--- src/rtl/lsu.sv ---
// lsu -- load/store unit placed after the execute stage.
//
// Runs one data-bus transaction for the current load or store. The request
// goes out on a valid/ready channel and the reply comes back on a response
// channel. Load data is aligned and sign- or zero-extended for GPR
// write-back. The core is stalled while the transaction is in flight.
//
// Ports:
//   clk, rst            core clock, synchronous active-high reset
//   load, store         current instruction is a load / a store
//   mem_op[7:0]         [2:0] = funct3 (B/H/W/BU/HU); [7:3] unused
//   addr, wdata         effective address, store data (rs2)
//   stall               freeze fetch/decode/GPR write
//   done                one-cycle completion pulse
//   rdata               extended load result, valid while done=1
//   err_misalign        one-cycle pulse with done: misaligned or reserved op
//   err_bus             one-cycle pulse with done: transaction timed out
//   bus_valid/ready     request handshake
//   bus_addr/we/wstrb/wdata  request fields (word address, lane-replicated)
//   bus_rvalid/rdata    response (write ack or read word)
//
// Parameter TIMEOUT (1..65535): number of REQ+RESP cycles allowed before
// the transaction is abandoned with a bus error.
module lsu #(
  parameter int unsigned TIMEOUT = 255
) (
  input  logic        clk,
  input  logic        rst,
  input  logic        load,
  input  logic        store,
  input  logic [7:0]  mem_op,
  input  logic [31:0] addr,
  input  logic [31:0] wdata,
  output logic        stall,
  output logic        done,
  output logic [31:0] rdata,
  output logic        err_misalign,
  output logic        err_bus,
  output logic        bus_valid,
  input  logic        bus_ready,
  output logic [31:0] bus_addr,
  output logic        bus_we,
  output logic [3:0]  bus_wstrb,
  output logic [31:0] bus_wdata,
  input  logic        bus_rvalid,
  input  logic [31:0] bus_rdata
);

  typedef enum logic [1:0] {IDLE, REQ, RESP, DONE} state_t;

  state_t      state_reg, state_next;
  logic [31:0] addr_reg;
  logic [31:0] wdata_reg;
  logic [2:0]  f3_reg;
  logic        we_reg;
  // One bit wider than TIMEOUT needs: after a handshake on the timeout
  // cycle the count can reach TIMEOUT+1 before the response arrives.
  logic [16:0] cnt_reg;
  logic [31:0] rdata_reg;
  logic        err_mis_reg;
  logic        err_bus_reg;

  logic        start;
  logic        mis_in;
  logic        start_aligned;
  logic [16:0] cnt_now;
  logic        timed_out;
  logic [2:0]  size_bytes;
  logic [3:0]  lane_en;
  logic [31:0] wdata_rep;
  logic [31:0] load_shifted;
  logic [31:0] load_ext;
  logic        unused_mem_op;

  assign unused_mem_op = ^mem_op[7:3];

  // Only a single op type starts a transaction; load&store together is dropped.
  assign start = (state_reg == IDLE) && (load ^ store);

  // Misalignment / reserved-encoding check on the live inputs.
  always_comb begin
    mis_in = 1'b0;
    if (store) begin
      if (mem_op[2] || (mem_op[1:0] == 2'b11)) mis_in = 1'b1;
      else if (mem_op[1:0] == 2'b01)           mis_in = addr[0];
      else if (mem_op[1:0] == 2'b10)           mis_in = |addr[1:0];
    end else begin
      case (mem_op[2:0])
        3'b000, 3'b100: mis_in = 1'b0;
        3'b001, 3'b101: mis_in = addr[0];
        3'b010:         mis_in = |addr[1:0];
        default:        mis_in = 1'b1;
      endcase
    end
  end

  assign start_aligned = start && !mis_in;

  // The current REQ/RESP cycle counts towards the limit.
  assign cnt_now   = cnt_reg + 17'd1;
  assign timed_out = (cnt_now >= 17'(TIMEOUT));

  // Access size in bytes from the captured funct3.
  always_comb begin
    case (f3_reg[1:0])
      2'b00:   size_bytes = 3'd1;
      2'b01:   size_bytes = 3'd2;
      default: size_bytes = 3'd4;
    endcase
  end

  // Per-lane strobe and replicated write data. A lane is enabled when it
  // lies inside [offset, offset+size). Only aligned accesses reach REQ, so
  // the window never runs past lane 3.
  generate
    for (genvar gi = 0; gi < 4; gi++) begin : g_lane
      assign lane_en[gi] = ({1'b0, addr_reg[1:0]} <= 3'(gi)) &&
                           (3'(gi) < ({1'b0, addr_reg[1:0]} + size_bytes));
      assign wdata_rep[8*gi +: 8] =
          (f3_reg[1:0] == 2'b00) ? wdata_reg[7:0] :
          (f3_reg[1:0] == 2'b01) ? wdata_reg[8*(gi%2) +: 8] :
                                   wdata_reg[8*gi +: 8];
    end
  endgenerate

  // Load alignment: move the addressed byte/halfword down to bit 0, then extend.
  always_comb begin
    load_shifted = bus_rdata >> {addr_reg[1:0], 3'b000};
    case (f3_reg)
      3'b000:  load_ext = {{24{load_shifted[7]}},  load_shifted[7:0]};
      3'b100:  load_ext = {24'd0,                  load_shifted[7:0]};
      3'b001:  load_ext = {{16{load_shifted[15]}}, load_shifted[15:0]};
      3'b101:  load_ext = {16'd0,                  load_shifted[15:0]};
      default: load_ext = load_shifted;
    endcase
  end

  // Next-state logic. Handshake / response take priority over the timeout.
  always_comb begin
    state_next = state_reg;
    case (state_reg)
      IDLE: if (start) state_next = mis_in ? DONE : REQ;
      REQ: begin
        if (bus_ready)      state_next = RESP;
        else if (timed_out) state_next = DONE;
      end
      RESP: begin
        // rvalid is never sampled in REQ, which drops any rvalid that
        // arrives in the handshake cycle.
        if (bus_rvalid || timed_out) state_next = DONE;
      end
      DONE:    state_next = IDLE;
      default: state_next = IDLE;
    endcase
  end

  always_ff @(posedge clk) begin
    if (rst) begin
      state_reg   <= IDLE;
      addr_reg    <= 32'd0;
      wdata_reg   <= 32'd0;
      f3_reg      <= 3'd0;
      we_reg      <= 1'b0;
      cnt_reg     <= 17'd0;
      rdata_reg   <= 32'd0;
      err_mis_reg <= 1'b0;
      err_bus_reg <= 1'b0;
    end else begin
      state_reg <= state_next;
      case (state_reg)
        IDLE: begin
          if (start) begin
            addr_reg    <= addr;
            wdata_reg   <= wdata;
            f3_reg      <= mem_op[2:0];
            we_reg      <= store;
            cnt_reg     <= 17'd0;
            err_mis_reg <= mis_in;
            err_bus_reg <= 1'b0;
            rdata_reg   <= 32'd0;
          end
        end
        REQ: begin
          cnt_reg <= cnt_now;
          if (!bus_ready && timed_out) err_bus_reg <= 1'b1;
        end
        RESP: begin
          cnt_reg <= cnt_now;
          if (bus_rvalid)     rdata_reg   <= we_reg ? 32'd0 : load_ext;
          else if (timed_out) err_bus_reg <= 1'b1;
        end
        DONE: begin
          rdata_reg   <= 32'd0;
          err_mis_reg <= 1'b0;
          err_bus_reg <= 1'b0;
        end
        default: ;
      endcase
    end
  end

  assign stall        = start_aligned || (state_reg == REQ) || (state_reg == RESP);
  assign done         = (state_reg == DONE);
  assign rdata        = rdata_reg;
  assign err_misalign = (state_reg == DONE) && err_mis_reg;
  assign err_bus      = (state_reg == DONE) && err_bus_reg;

  // Request fields are driven only while the request is valid.
  assign bus_valid = (state_reg == REQ);
  assign bus_addr  = bus_valid ? {addr_reg[31:2], 2'b00} : 32'd0;
  assign bus_we    = bus_valid && we_reg;
  assign bus_wstrb = (bus_valid && we_reg) ? lane_en : 4'b0000;
  assign bus_wdata = (bus_valid && we_reg) ? wdata_rep : 32'd0;

endmodule

--- config.mk ---
export PLATFORM = sky130hd
export DESIGN_NAME = lsu
export DESIGN_NICKNAME = d
export VERILOG_FILES = /design/src/rtl/lsu.sv
export SDC_FILE = /design/constraint.sdc
export NUM_CORES = 1
export LEC_CHECK = 0
export ABC_AREA = 1
export CORE_MARGIN = 2
export CORE_UTILIZATION = 46
export DETAILED_ROUTE_END_ITERATION = 10
export GPL_TIMING_DRIVEN = 0
export PLACE_DENSITY_LB_ADDON = 0.08
export SETUP_SLACK_MARGIN = 0.05
export SYNTH_ARGS = -nofsm -noshare
export SYNTH_HDL_FRONTEND = slang
export SYNTH_SLANG_ARGS = --single-unit
--- constraint.sdc ---
create_clock -name clk -period 2.4 [get_ports clk]
set_clock_uncertainty 0.05 [all_clocks]
set_input_delay 0.36 -clock clk [delete_from_list [all_inputs] [get_ports clk]]
set_output_delay 0.36 -clock clk [all_outputs]
set_load 0.02 [all_outputs]
After elaboration in Yosys (flattened, before gate mapping)
Index checks and enable logic that the tools add are counted.
{"block": "totals", "rom_bits": 0, "in_bits": 110, "latchBits": 0, "memories": 0, "ram_bits": 0, "ff_bits": 121}
{"block": "op_classes", "n_eq_ne": 21, "muxes": 34, "mul": 0, "div": 0, "n_reduce_logical": 32, "order_cmp": 8, "shifts": 1, "bitwise": 1, "n_addsub": 2}
{"operator": "two-way mux 32 bit", "count": 5}
{"operator": "one-hot mux 32 bit (4 select lines)", "count": 1}
{"operator": "one-hot mux 32 bit (3 select lines)", "count": 1}
{"operator": "two-way mux 8 bit", "count": 5}
{"operator": "one-hot mux 17 bit (2 select lines)", "count": 1}
{"operator": "right shift 32 x 5 -> 32 bit", "count": 1}
{"operator": "adder 17 x 1 -> 17 bit (second input constant)", "count": 1}
{"operator": "greater-or-equal comparator 17 x 8 -> 1 bit (second input constant)", "count": 1}
{"operator": "two-way mux 17 bit", "count": 1}
{"operator": "== test 3 bit (second input constant)", "count": 4}
{"operator": "two-way mux 2 bit", "count": 5}
{"operator": "inequality test 2 bit (second input constant)", "count": 5}
{"operator": "logical AND 1 bit", "count": 9}
{"operator": "two-way mux 1 bit", "count": 9}
{"operator": "== test 2 bit (second input constant)", "count": 4}
{"operator": "one-hot mux 2 bit (4 select lines)", "count": 1}
{"operator": "OR reduction 2 bit", "count": 4}
{"operator": "== test 2 x 1 -> 1 bit (second input constant)", "count": 3}
{"operator": "== test 3 x 1 -> 1 bit (second input constant)", "count": 2}
{"operator": "logical NOT 3 bit", "count": 2}
{"operator": "< comparator 1 x 3 -> 1 bit (first input constant)", "count": 2}
{"operator": "< comparator 2 x 3 -> 1 bit (first input constant)", "count": 2}
{"operator": "one-hot mux 3 bit (2 select lines)", "count": 1}
{"operator": "AND reduction 2 bit", "count": 3}
{"operator": "other kinds (18)", "count": 26}

Longest topological paths before layout
Gate-level depths: netlist of the first run.
{"block": "logic_depth", "ltp_word": 9, "mapped_depth": 15, "ltp_nobuf": 15}

Worst setup path after synthesis of the first run
OpenSTA, ideal clock, no wires.
{"block": "synth_timing", "kind": "register to output", "startpoint": "reg state_reg[1]", "endpoint": "out bus_wdata[31]", "path_stages_with_launch": 9, "t_arrival_ns": 1.893, "setup_slack_ns": 0.097, "n_path_buf": 2, "cell_sequence": "dfxtp_1 -> inv_1 -> ha_1 -> clkbuf_1 -> nand2_1 -> inv_1 -> clkbuf_1 -> o21ai_0 -> inv_1"}
{"block": "synth_via", "elab_chain_cells": 3}
{"item": "from (decl)", "line": "51", "rtl": "state_t state_reg, state_next;"}
{"item": "from (signal assigned)", "line": "169", "rtl": "state_reg <= state_next;"}
{"item": "== test 2 x 1 -> 1 bit", "line": "209", "rtl": "assign bus_valid = (state_reg == REQ);"}
{"item": "net bus_valid", "line": "39", "rtl": "output logic bus_valid,"}
{"item": "logical AND 1 bit"}
{"item": "net bus_we", "line": "42", "rtl": "output logic bus_we,"}
{"item": "two-way mux 32 bit", "line": "213", "rtl": "assign bus_wdata = (bus_valid && we_reg) ? wdata_rep : 32'd0;"}
{"item": "to (decl)", "line": "44", "rtl": "output logic [31:0] bus_wdata,"}
The timed path passes the listed nets, and every way through them passes these cells.

Final worst setup path of the first run
{"block": "layout_timing", "startpoint": "reg f3_reg[1]", "endpoint": "out bus_wstrb[2]"}
{"block": "layout_via", "elab_chain_cells": 6, "word_cells_on_any_way": 7, "cone_classes": "add/sub: 1; order compare: 1; eq/ne: 1; mux: 2; reduce/logical: 2"}
{"item": "from (decl)", "line": "54", "rtl": "logic [2:0] f3_reg;"}
{"item": "from (signal assigned)", "line": "175", "rtl": "f3_reg <= mem_op[2:0];"}
{"item": "== test 2 x 1 -> 1 bit or logical NOT 2 bit (tied branches)", "line": "105", "rtl": "case (f3_reg[1:0])"}
{"item": "one-hot mux 3 bit (2 select lines) (*)", "line": "105"}
{"item": "adder 2 x 3 -> 3 bit (*)", "line": "118", "rtl": "(3'(gi) < ({1'b0, addr_reg[1:0]} + size_bytes));"}
{"item": "< comparator 2 x 3 -> 1 bit (*)", "line": "118"}
{"item": "logical AND 1 bit (*)", "line": "117", "rtl": "assign lane_en[gi] = ({1'b0, addr_reg[1:0]} <= 3'(gi)) &&"}
{"item": "two-way mux 4 bit (*)", "line": "212", "rtl": "assign bus_wstrb = (bus_valid && we_reg) ? lane_en : 4'b0000;"}
{"item": "to (decl)", "line": "43", "rtl": "output logic [3:0] bus_wstrb,"}
Every way passes the cells marked *; elsewhere a longest branch is shown, timed or not.

==> results.yml, run 1 <==
finish:
  drive_above_1_share_pct: 12.2
  antennaDiodeCount: 0
  syn2layout_area_growth_pct: 46.7
  fin_util_pct: 68.4
  final_net_count: 1357
  design_area_um2: 9380
  fin_cells: 1430
power_and_ir_drop:
  seqPwrFrac_pct: 29.8
  power.switching_mw: 3.68
  intPower_mw: 5.48
  p_sw_share_pct: 40.2
  p_per_area_nw_per_um2: 976
  pwr-share-clk_pct: 27.3
  peakVddDrop_mv: 0.598
  leakagePower_nw: 4.21
  pwr-share-comb_pct: 42.9
placed_design:
  place_ws_ns: -0.779
  postPlaceCellArea_um2: 8700
  globalplace.congestion: 0.904
  hpwl_mm: 15.4
  port_buffers: 207
  placed_cells: 1390
floorplan:
  start_util_pct: 46.6
  fp.coreArea_um2: 13700
  chipWidth_um: 122
  die_area_um2: 14900
  ios: 216
  rows: 43
  die-height_um: 122
clocking:
  clkSinkCount: 121
  cts_buffers: 17
  cts-root-buf: "clkbuf_16"
  clkLatencyLatePin_ns: 0.42
  cts.clk_slew.worst_paths_ns: 0.05
  tritoncts: "yes"
  htreeDepth: 4
  cts.path.max_buffers: 2
sta:
  fin_crit_sh_pct: 101
  finalSetupViolCount: 1
  hold_viol_final: 0
  slew_headroom_pct: 61.3
  worst_pin_slew_ns: 0.581
  rsz0062_at_grt: "true"
  fin_crit_ns: 2.43
  fin_ws_ns: -0.0261
  fmax_mhz: 412
  slew_viol_final: 0
job:
  drv_cap: 0
worst_setup_path:
  r2r_cells: 11
  timing.rr.end: "err_bus_reg$_SDFFE_PP0P_"
  worstPathArrival_ns: 2.02
  cp.required_ns: 1.99
  endpoint_kind: "primary output"
  endpoint: "bus_wstrb[2]"
  r2r-start: "cnt_reg[0]$_SDFFE_PP0P_"
  reg2reg_slack_ns: 0.23
  critPathLaunch: "f3_reg[1]$_SDFFE_PP0P_"
  worstSetupPathType: "flip-flop to primary output"
  crit_fanout: 4
  start_kind: "flip-flop"
detailed_routing:
  via_count: 7308
  wl_per_cell_um: 14.4
  dr_wl_met3_mm: 1.62
  firstDrtPassIters: 5
  ant_nets: 0
  drcViolationCount: 0
  drt_first_iter_violations: 579
  met1_length_mm: 8.89
  wl_met2_mm: 9.68
  top_layer: "met5"
  wl_mm: 20.6
  drt-vias-per-instance: 5.11
worst_hold_path:
  holdCritPathClass: "input port to flip-flop"
global_route:
  grt_overflow: 0
  grt_start_max_net_pins: 18
  antenna_found_initial: 1
  grt_pass1_vias: 6711
  grtUsageTotal_pct: 28.0
  grt_pass1_wl_mm: 32.7
run_status:
  violations: "negative setup slack"
  status: "finished, violations left"
logic_synthesis:
  synth_cell_types: 38
  yosysSeqAreaShare_pct: 37.9
  syn_area_um2: 6390
  synth_top_cells_by_count: "267 x nand2_1, 158 x nor2_1, 121 x dfxtp_1, 92 x o21ai_0, 87 x inv_1"
  yosys.area.top_type_share_pct: 37.9
  synth_edf_count: 0
  syn_area_per_cell_um2: 6.38
  synth_top_flop_cell: "dfxtp_1"
  yosysTopAreaCell: "dfxtp_1"
  syn_inst: 1002
  ys_warn_count: 0
  ys_ff_latch: 121
  synth_area_leaders: "dfxtp_1 38%, nand2_1 16%, nor2_1 9.3%"
  yosysMostFrequentCell: "nand2_1"
  postSynth.asyncResetShare_pct: 0
## worst max-delay path, cell delays in order, from the launching register on
cell and delay [ns]:
dfxtp_2 0.32, buf_6 0.13, nor2_4 0.05, ha_4 0.15, fa_2 0.53, nand2_1 0.06
nand2_1 0.07, o211ai_1 0.08, inv_1 0.09, buf_6 0.12
## worst min-delay path by stage
stage,to,from,cells after the start,slack (ns)
after detailed placement,rdata[13]$_SDFFE_PP0P_,rdata[13]$_SDFFE_PP0P_,2,0.41
after CTS,we_reg$_SDFFE_PP0P_,store,3,0.34
final,we_reg$_SDFFE_PP0P_,store,3,0.35
after global placement,rdata[8]$_SDFFE_PP0P_,rdata[8]$_SDFFE_PP0P_,2,0.40
after floorplan,wdata_reg[15]$_SDFFE_PP0P_,wdata_reg[15]$_SDFFE_PP0P_,2,0.39
after global routing,we_reg$_SDFFE_PP0P_,store,3,0.35
## logic make-up after synthesis
| logic type | synth area share [%] |
|---|---|
| xor+xnor | 0.548 |
| fa+ha+maj | 1.88 |
| other cells | 0.0586 |
| simple gates | 34.0 |
| flops | 37.9 |
| compound gates | 16.1 |
| buf+inv | 9.57 |
## through the flow
stage / hold slack [ns] / power [mW] / setup TNS (ns)
detailed placement: 0.407 / 6.44 / -20.56
global route: 0.346 / 9.76 / -0.117
CTS: 0.339 / 9.03 / -0.0548
global placement: 0.402 / 6.40 / -18.83
floorplan: 0.389 / 5.13 / 0
finish: 0.349 / 9.16 / -0.0261
## per-layer routing
layer	vias to the layer above	GRT usage, %
li1	3674	-
met1	3351	34.9
met2	243	46.1
met3	38	8.15
met4	2	9.84
met5	-	0
## repair_timing
action / CTS / global route
gates resized for setup: 199 / 37
pin swaps: 5 / 6
endpoints found under the setup margin: 68 / 61
hold buffers: 0 / 0
buffers inserted: 5 / 5
## power groups by stage
stage | clock network, mW | registers (mW) | logic [mW]
floorplan | 0 | 2.77 | 2.35
global placement | 0 | 2.73 | 3.67
detailed placement | 0 | 2.74 | 3.70
CTS | 2.51 | 2.72 | 3.81
global route | 2.61 | 2.78 | 4.37
finish | 2.50 | 2.73 | 3.93
## area by class of cell
cell class	count	area, µm²
Buffer	60	335
Clock inverter	9	97.6
Timing Repair Buffer	217	2010
Clock buffer	22	474
Tap cell	180	225
Multi-Input combinational cell	727	3440
Fill cell	1266	4340
Inverter	94	370
Sequential cell	121	2430
## placed cells by master (no fill, tap or decap), types with 6 or more instances in the layout
master / instances
buf_4: 14
nor2_1: 155
clkbuf_1: 35
buf_2: 25
clkinv_2: 6
nand3_1: 55
inv_2: 7
clkbuf_2: 7
dlygate4sd2_1: 34
o21ai_0: 92
nor2_4: 7
a32oi_1: 7
nand2_1: 265
inv_1: 82
nand2_2: 9
clkdlybuf4s50_1: 138
clkdlybuf4s15_2: 7
nand3_2: 8
dfxtp_1: 116
a21oi_1: 82
nor2_2: 6
buf_6: 7
clkbuf_16: 17
No activity file was read; power rests on OpenSTA's default activity.
==> run 2: changes to the inputs <==
--- a/config.mk
+++ b/config.mk
@@ -7,7 +7,7 @@
 export LEC_CHECK = 0
 export ABC_AREA = 1
 export CORE_MARGIN = 2
-export CORE_UTILIZATION = 46
+export CORE_UTILIZATION = 42
 export DETAILED_ROUTE_END_ITERATION = 10
 export GPL_TIMING_DRIVEN = 0
 export PLACE_DENSITY_LB_ADDON = 0.08
@@ -15,3 +15,4 @@
 export SYNTH_ARGS = -nofsm -noshare
 export SYNTH_HDL_FRONTEND = slang
 export SYNTH_SLANG_ARGS = --single-unit
+export TNS_END_PERCENT = 20
==> constraint.sdc (replaced) <==
create_clock -name clk -period 2.1 [get_ports clk]
set_clock_uncertainty 0.05 [all_clocks]
set_input_delay 0.315 -clock clk [delete_from_list [all_inputs] [get_ports clk]]
set_output_delay 0.315 -clock clk [all_outputs]
set_load 0.02 [all_outputs]
==> results.yml, run 2 (synthesis gave the netlist of run 1 again) <==
clocking:
  cts.clk_slew.worst_paths_ns: 0.05
  tritoncts: "yes"
  cts.path.max_buffers: 2
  clkSinkCount: 121
  cts-root-buf: "clkbuf_16"
  clkLatencyLatePin_ns: 0.41
  htreeDepth: 4
  cts_buffers: 17
  cts_hold_buf: 0
worst_hold_path:
  whs_endpoint: "we_reg$_SDFFE_PP0P_"
  holdCritPathClass: "input port to flip-flop"
  min_from: "store"
  hold_path_depth: 3
finish:
  final_cell_mix: "251 x nand2_1, 152 x nor2_1, 133 x clkdlybuf4s50_1, 112 x dfxtp_1, 89 x o21ai_0"
  fillers: 1345
  antennaDiodeCount: 0
  layout_commonest_cell: "nand2_1"
  drive_above_1_share_pct: 21.0
  seqCellArea_um2: 2440
  syn2layout_area_growth_pct: 58.2
  final_net_count: 1384
  multiInputGateArea_um2: 3760
run_status:
  violations: "negative setup slack"
  status: "finished, violations left"
power_and_ir_drop:
  p_per_area_nw_per_um2: 1150
  intPower_mw: 7.09
  pwr-share-clk_pct: 28.3
  pwr-share-comb_pct: 44.4
  peakVddDrop_mv: 0.661
  power.switching_mw: 4.57
  p_sw_share_pct: 39.2
  seqPwrFrac_pct: 27.4
  leakagePower_nw: 4.45
sta:
  fin_crit_sh_pct: 111
  slew_headroom_pct: 62.3
  hold_viol_final: 0
  fin_crit_ns: 2.32
  rsz0062_at_grt: "true"
  slew_viol_final: 0
  fmax_mhz: 431
  finalSetupViolCount: 10
  worst_pin_slew_ns: 0.566
  fin_ws_ns: -0.223
  whs_ns: 0.363
floorplan:
  chipWidth_um: 127
  die-height_um: 127
  die_area_um2: 16200
  start_util_pct: 42.5
  rows: 45
  ios: 216
  fp.coreArea_um2: 15000
detailed_routing:
  firstDrtPassIters: 5
  drt-vias-per-instance: 5.03
  wl_per_cell_um: 15.0
  drt_first_iter_violations: 490
  via_count: 7381
  ant_nets: 0
  drcViolationCount: 0
  wl_mm: 22.0
worst_setup_path:
  worstSetupPathType: "flip-flop to primary output"
  reg2reg_slack_ns: 0.06
  crit_chain: "nor2_4 > ha_4 > fa_2 > nand2_1 > nand2_1 > o211ai_1 > inv_1 > buf_6"
  start_kind: "flip-flop"
  worstPathArrival_ns: 1.96
  cp.required_ns: 1.74
  endpoint_kind: "primary output"
  critPathSlowestCell: "fa_2"
  path_common_cell: "nand2_1"
  r2r_cells: 15
  r2r-start: "cnt_reg[1]$_SDFFE_PP0P_"
  crit_path_max_incr_delay_ns: 0.52
  crit_fanout: 4
  timing.rr.end: "state_reg[1]$_SDFFE_PP0P_"
job:
  drv_cap: 0
global_route:
  grt_start_max_net_pins: 17
  grtUsageTotal_pct: 26.4
  grt_pass1_vias: 7031
  antenna_found_initial: 0
  grt_overflow: 0
  grt_pass1_wl_mm: 34.0
placed_design:
  place_ws_ns: -1.04
  hpwl_mm: 15.8
  port_buffers: 207
  globalplace.congestion: 0.924
==> run 2: layer usage <==
| metal | global-route usage, % | vias to the layer above | wire, µm | share of wire (%) |
|---|---|---|---|---|
| met5 | 0 | - | 0 | 0 |
| met3 | 8.88 | 49 | 1940 | 8.8 |
| met4 | 9.95 | 0 | 624 | 2.8 |
| met1 | 31.6 | 3329 | 8940 | 41 |
| met2 | 43.9 | 291 | 10500 | 48 |
| li1 | - | 3712 | - | - |
==> run 2: layout make-up <==
| class | instances | area share [%] |
|---|---|---|
| multi-input combinational | 727 | 37.2 |
| sequential | 121 | 24.1 |
| timing repair buffer | 245 | 22.2 |
| clock buffer | 19 | 4.28 |
| inverter | 94 | 3.88 |
| buffer | 59 | 3.80 |
| tap | 188 | 2.32 |
| clock inverter | 13 | 2.23 |
==> run 2: metrics by stage <==
stage | setup TNS (ns) | total power [mW] | cell area (µm²) | util, % | instances
finish | -0.919 | 11.7 | 10100 | 67.3 | 1466
global route | -1.80 | 12.4 | 10100 | 67.3 | 1466
CTS | -0.811 | 11.2 | 9750 | 64.9 | 1444
detailed placement | -65.51 | 7.35 | 8710 | 57.9 | 1398
global placement | -62.65 | 7.31 | 8710 | 57.9 | 1398
floorplan | 0 | 5.86 | 6400 | - | 1003
==> run 2: critical path, delay by kind of cell, from the launching register on <==
kind                     cells  cell delay, ns
AO/OA/AOI/OAI                1            0.08
adder cells (fa/ha/maj)      2            0.68
buffers and inverters        2            0.21
flip-flops                   1            0.41
AND/OR/NAND/NOR              3            0.17
==> run 2: worst max-delay path by stage <==
stage	from	endpoint
CTS	f3_reg[1]$_SDFFE_PP0P_	bus_wstrb[2]
global route	f3_reg[1]$_SDFFE_PP0P_	bus_wstrb[2]
floorplan	f3_reg[1]$_SDFFE_PP0P_	bus_wstrb[2]
global placement	store	stall
detailed placement	store	stall
finish	f3_reg[1]$_SDFFE_PP0P_	bus_wstrb[2]
==> run 2: repair_timing <==
| item | 4_1_cts | 5_1_grt |
|---|---|---|
| pin swaps | 8 | 32 |
| resized for setup | 366 | 136 |
| endpoints found under the setup margin | 138 | 100 |
| gates cloned | 1 | 2 |
| buffers inserted | 13 | 22 |
==> run 2: power by group through the flow <==
stage               Combinational [mW]  Sequential [mW]  Clock, mW
CTS                               4.71             3.13       3.32
global placement                  4.19             3.13          0
finish                            5.18             3.19       3.30
global route                      5.68             3.26       3.43
floorplan                         2.69             3.17          0
detailed placement                4.21             3.14          0
